--- src/rtl/vga_text_pkg.sv ---
// Shared constants and state encoding for the VGA text line scheduler.
package vga_text_pkg;

  localparam int CW = 7;

  localparam logic [6:0] CC_BS        = 7'h08;
  localparam logic [6:0] CC_LF        = 7'h0A;
  localparam logic [6:0] CC_FF        = 7'h0C;
  localparam logic [6:0] CC_PRINT_MIN = 7'h20;

  localparam logic [6:0] CURSOR_GLYPH = 7'h5F;

  typedef enum logic [1:0] {
    IDLE = 2'd0,
    EXEC = 2'd1,
    ACK  = 2'd2,
    REL  = 2'd3
  } state_t;

endpackage

--- src/rtl/vga_text_rr2.sv ---
// Two-requester round-robin grant: combinational one-hot grant plus the
// last-served pointer, which starts at port 1 so port 0 wins the first tie.
module vga_text_rr2 (
  input  logic       clk_50,
  input  logic       reset_n,
  input  logic [1:0] req,
  input  logic       update,
  input  logic       served,
  output logic [1:0] grant,
  output logic       last_served
);

  logic last_served_reg;

  always_ff @(posedge clk_50) begin
    if (!reset_n) begin
      last_served_reg <= 1'b1;
    end else if (update) begin
      last_served_reg <= served;
    end
  end

  always_comb begin
    grant = req;
    if (req == 2'b11) begin
      grant = last_served_reg ? 2'b01 : 2'b10;
    end
  end

  assign last_served = last_served_reg;

endmodule

--- src/rtl/vga_text_sched.sv ---
// Text line buffer scheduler: arbitrates two code sources, applies control
// codes and scrolling. Optional blinking cursor under VGA_TEXT_CURSOR_EN.
module vga_text_sched
  import vga_text_pkg::*;
#(
  parameter int SYMBOLS = 16,
  parameter int CW = vga_text_pkg::CW
`ifdef VGA_TEXT_CURSOR_EN
  ,
  parameter int BLINK_CYCLES = 12500000
`endif
) (
  input  logic                      clk_50,
  input  logic                      reset_n,
  input  logic [1:0]                req,
  input  logic [CW-1:0]             code0,
  input  logic [CW-1:0]             code1,
  output logic [1:0]                ack,
  output logic [SYMBOLS*CW-1:0]     characters,
  output logic [$clog2(SYMBOLS):0]  free_x,
  output logic                      busy
);

  localparam int AW = $clog2(SYMBOLS);
  localparam int XW = AW + 1;

  state_t          state_reg, state_next;
  logic [CW-1:0]   code_reg;
  logic            port_reg;
  logic [CW-1:0]   sym_reg [SYMBOLS];
  logic [XW-1:0]   free_x_reg;
  logic [XW-1:0]   fx_dec;
  logic [1:0]      grant;
  logic            last_served;

  vga_text_rr2 u_rr (
    .clk_50      (clk_50),
    .reset_n     (reset_n),
    .req         (req),
    .update      (state_reg == ACK),
    .served      (port_reg),
    .grant       (grant),
    .last_served (last_served)
  );

  always_ff @(posedge clk_50) begin
    if (!reset_n) begin
      state_reg <= IDLE;
    end else begin
      state_reg <= state_next;
    end
  end

  always_comb begin
    state_next = state_reg;
    ack        = 2'b00;
    case (state_reg)
      IDLE: if (|req) state_next = EXEC;
      EXEC: state_next = ACK;
      ACK: begin
        ack        = port_reg ? 2'b10 : 2'b01;
        state_next = REL;
      end
      REL: if (!req[port_reg]) state_next = IDLE;
      default: state_next = IDLE;
    endcase
  end

  // Code and port are captured at grant; later input changes are ignored.
  always_ff @(posedge clk_50) begin
    if (!reset_n) begin
      code_reg <= '0;
      port_reg <= 1'b0;
    end else if (state_reg == IDLE && (|req)) begin
      port_reg <= grant[1];
      code_reg <= grant[1] ? code1 : code0;
    end
  end

  assign fx_dec = free_x_reg - XW'(1);

  always_ff @(posedge clk_50) begin
    if (!reset_n) begin
      for (int i = 0; i < SYMBOLS; i++) sym_reg[i] <= '0;
      free_x_reg <= '0;
    end else if (state_reg == EXEC) begin
      if (code_reg == CW'(CC_BS)) begin
        if (free_x_reg != '0) begin
          free_x_reg              <= fx_dec;
          sym_reg[fx_dec[AW-1:0]] <= '0;
        end
      end else if (code_reg == CW'(CC_FF) || code_reg == CW'(CC_LF)) begin
        for (int i = 0; i < SYMBOLS; i++) sym_reg[i] <= '0;
        free_x_reg <= '0;
      end else if (code_reg < CW'(CC_PRINT_MIN)) begin
        free_x_reg <= free_x_reg;
      end else if (free_x_reg < XW'(SYMBOLS)) begin
        sym_reg[free_x_reg[AW-1:0]] <= code_reg;
        free_x_reg                  <= free_x_reg + XW'(1);
      end else begin
        // Full line: scroll left and append at the last column.
        for (int i = 0; i < SYMBOLS - 1; i++) sym_reg[i] <= sym_reg[i+1];
        sym_reg[SYMBOLS-1] <= code_reg;
      end
    end
  end

`ifdef VGA_TEXT_CURSOR_EN
  localparam int BW = (BLINK_CYCLES > 1) ? $clog2(BLINK_CYCLES) : 1;

  logic [BW-1:0] blink_cnt_reg;
  logic          cursor_on_reg;

  always_ff @(posedge clk_50) begin
    if (!reset_n) begin
      blink_cnt_reg <= '0;
      cursor_on_reg <= 1'b0;
    end else if (blink_cnt_reg == BW'(BLINK_CYCLES - 1)) begin
      blink_cnt_reg <= '0;
      cursor_on_reg <= ~cursor_on_reg;
    end else begin
      blink_cnt_reg <= blink_cnt_reg + BW'(1);
    end
  end

  // The glyph overlays only the output; a column index match implies free_x < SYMBOLS.
  for (genvar gi = 0; gi < SYMBOLS; gi++) begin : g_out
    assign characters[gi*CW +: CW] =
      (cursor_on_reg && free_x_reg == XW'(gi)) ? CW'(CURSOR_GLYPH) : sym_reg[gi];
  end
`else
  for (genvar gi = 0; gi < SYMBOLS; gi++) begin : g_out
    assign characters[gi*CW +: CW] = sym_reg[gi];
  end
`endif

  assign free_x = free_x_reg;
  assign busy   = (state_reg != IDLE);

endmodule

--- config.mk ---
export PLATFORM = sky130hd
export DESIGN_NAME = vga_text_sched
export DESIGN_NICKNAME = d
export VERILOG_FILES = /design/src/rtl/vga_text_pkg.sv /design/src/rtl/vga_text_rr2.sv /design/src/rtl/vga_text_sched.sv
export SDC_FILE = /design/constraint.sdc
export NUM_CORES = 1
export LEC_CHECK = 0
export ABC_CLOCK_PERIOD_IN_PS = 3200
export CORE_MARGIN = 5
export CORE_UTILIZATION = 50
export DETAILED_ROUTE_END_ITERATION = 16
export DONT_BUFFER_PORTS = 1
export GPL_ROUTABILITY_DRIVEN = 0
export HOLD_SLACK_MARGIN = 0.06
export PLACE_DENSITY = 0.64
export SYNTH_ARGS = -nofsm -noshare
export SYNTH_HDL_FRONTEND = slang
export SYNTH_SLANG_ARGS = --single-unit
--- constraint.sdc ---
create_clock -name clk_50 -period 3.2 [get_ports clk_50]
set_input_delay 0.32 -clock clk_50 [delete_from_list [all_inputs] [get_ports clk_50]]
set_output_delay 0.32 -clock clk_50 [all_outputs]
set_load 0.01 [all_outputs]
==> out/results.txt <==
worst-skew pair later-pin latency = 0.43 ns
core area = 12,000 sq um
post-route DRC violation count = 0
pwr dens = 821 nW/um^2
die height = 121 um
Synthesis Warnings = 0
vias in the first global route = 4,313
Max Fclk = 0.361 GHz
Hold Path Origin = reset_n
global-route wire length before repair = 26,000 um
Worst Tran Pin Value = 0.958 ns
synthesized area per cell = 11.3 sq um
setup_tns = 0 ns
count of flip-flops with a built-in enable after synthesis = 112
IO Count = 138
Core Util, Final = 57.8%
max cap viols = 0
hold path depth = 2
DP HPWL = 12,500 um
Final period util = 86.6%
fin. max-slew vios = 0
Post-synth ARST share = 0%
slowest cell on the critical path = nor4_1
largest net degree at the start of global routing = 55
num rows = 40
Synth Flop Type = edfxtp_1
max incr delay on CP = 0.62 ns
Worst Path Max Fanout = 11
Setup CP Type = reg -> reg
routed vias/inst = 6.58
status = finished clean
Total Routing Usage GR = 23.9%
Nets = 572
layout cell share with drive strength beyond 1 = 14.1%
ranking of synthesized cells by instance count = edfxtp_1 (112), nand2_1 (91), o21ai_0 (70), clkbuf_1 (31)
hold path endpoint = free_x[0]
leading area contributor after synthesis = edfxtp_1
Die X = 121 um
end of the worst register-to-register path = sym_reg[3][1]
critical-path cell list = inv_1 -> ha_1 -> nand2_1 -> nor4_1 -> o22ai_2 -> o21ai_1
DIE AREA = 14,600 sq um
Initial Util = 51.0%
post-synthesis sequential area ratio = 60.1%
drt first-iter violations = 917
cts repair resizes = 0
RSZ-0062 raised after global routing = no
normalized max-slew margin = 35.6%
post-synthesis register bit count = 128
Routed Antenna Nets = 0
static leakage = 2.37 nW
CTS Buffer Depth = 2
CTS buffer count = 17
crit start category = flip-flop
CTS root buf = clkbuf_16
CP required = 3.25 ns
Fin. Hold Viols = 0
H-tree depth = 4
most frequent cell after synthesis = edfxtp_1
fillers = 1,017
Worst-path clk slew = 0.06 ns
P&R area growth vs syn = 13.2%
Seq. cell area = 3680 sq um
initial antenna violation count = 0
IO Port Bufs = 0
CTS tree = built
RR Startpoint = state_reg[1]
clk_skew = 0.0145 ns
Hold WC Path Type = in -> reg
endpoint class of the critical path = flip-flop
FF-to-FF setup slack = 0.43 ns
Ant. Diodes = 0
final setup fails = 0
final worst path period need = 2.77 ns
area of the multi-input gates = 2200 sq um
wire per inst = 24.9 um
peak supply drop = 0.000393 V
synthesized area = 6130 sq um
final wirelength = 17,600 um
via count = 4,654
WP data arrival = 2.82 ns
Reg2Reg Depth = 6
DRT Pass-1 Iters = 6
Sink Count = 128
design area = 6940 sq um
worst hold margin = 0.0620 ns
Netlist cell types = 55
gr ovfl total = 0
Largest register FFs = 112
dominant cells by area after synthesis = edfxtp_1 (55%), o21ai_0 (5.7%), nand2_1 (5.6%), dfxtp_1 (5.2%), a32o_1 (3.4%)
Post-Syn Instances = 542
Synth Net Count = 567
Post-DP Area = 6370 sq um
share of the synthesized area in the top cell type = 54.9%
logic make-up after synthesis:
group	share of synthesized area (%)
flops	60.1
buf+inv	4.20
fa+ha+maj	1.43
mux	2.00
simple gates	11.3
xor+xnor	0.857
compound gates	20.1
placed cells by master, fill, tap and decap left out, types with 13 or more instances in the layout:
| cell type | synthesis | final |
|---|---|---|
| a211oi_1 | 13 | 13 |
| nor2_1 | 17 | 16 |
| o21ai_1 | 17 | 18 |
| nand2_1 | 91 | 91 |
| a32o_1 | 21 | 21 |
| clkbuf_16 | 0 | 17 |
| buf_4 | 0 | 35 |
| o21ai_0 | 70 | 69 |
| a22o_1 | 21 | 21 |
| edfxtp_1 | 112 | 112 |
| dfxtp_1 | 16 | 16 |
through the flow:
step	instances	setup slack [ns]	total power (W)
final	707	0.429	0.00570
after global placement	674	0.596	0.00384
after detailed placement	674	0.458	0.00386
after floorplan	542	0.670	0.00338
after global routing	707	0.216	0.00593
after CTS	707	0.463	0.00568
worst max-delay path by stage:
stage          cells after the start  slack (ns)             to         start
2_1_floorplan                      8        0.67  sym_reg[1][0]     free_x[1]
3_3_place_gp                       6        0.60  sym_reg[1][5]  state_reg[1]
3_5_place_dp                       6        0.46  sym_reg[1][4]  state_reg[1]
4_1_cts                            6        0.46  sym_reg[1][0]  state_reg[1]
5_1_grt                            6        0.22  sym_reg[1][0]  state_reg[1]
6_report                           6        0.43  sym_reg[3][1]  state_reg[1]
power by group:
group	internal (W)	leakage (nW)	total (W)	switching, W
Sequential	0.00205	1.29	0.00234	0.000297
Combinational	0.000507	0.823	0.00152	0.00101
Clock	0.00107	0.260	0.00184	0.000762
worst max-delay path, delay by kind of cell, from the launching register on:
family | cells | cell delay, ns
adder cells (fa/ha/maj) | 1 | 0.24
buffers and inverters | 1 | 0.08
flip-flops | 1 | 0.34
AND/OR/NAND/NOR | 2 | 1.00
AO/OA/AOI/OAI | 2 | 0.74
final cells by class:
type | instances | share of cell area [%]
clock buffer | 17 | 6.13
clock inverter | 15 | 1.95
inverter | 11 | 0.595
multi-input combinational | 353 | 31.7
sequential | 128 | 53.1
tap | 147 | 2.65
timing repair buffer | 36 | 3.93
repair_timing:
| action | in CTS | in global routing |
|---|---|---|
| buffers inserted | 0 | 0 |
| setup endpoints to repair | 0 | 0 |
| hold endpoints to repair | 1 | 0 |
| hold buffers | 1 | 0 |
layer usage:
metal	global-route usage, %	part of all wire [%]
met3	8.70	11
met4	7.22	1.7
met5	0	0
met1	32.0	41
met2	36.5	46
(Power assumes the default switching activity.)
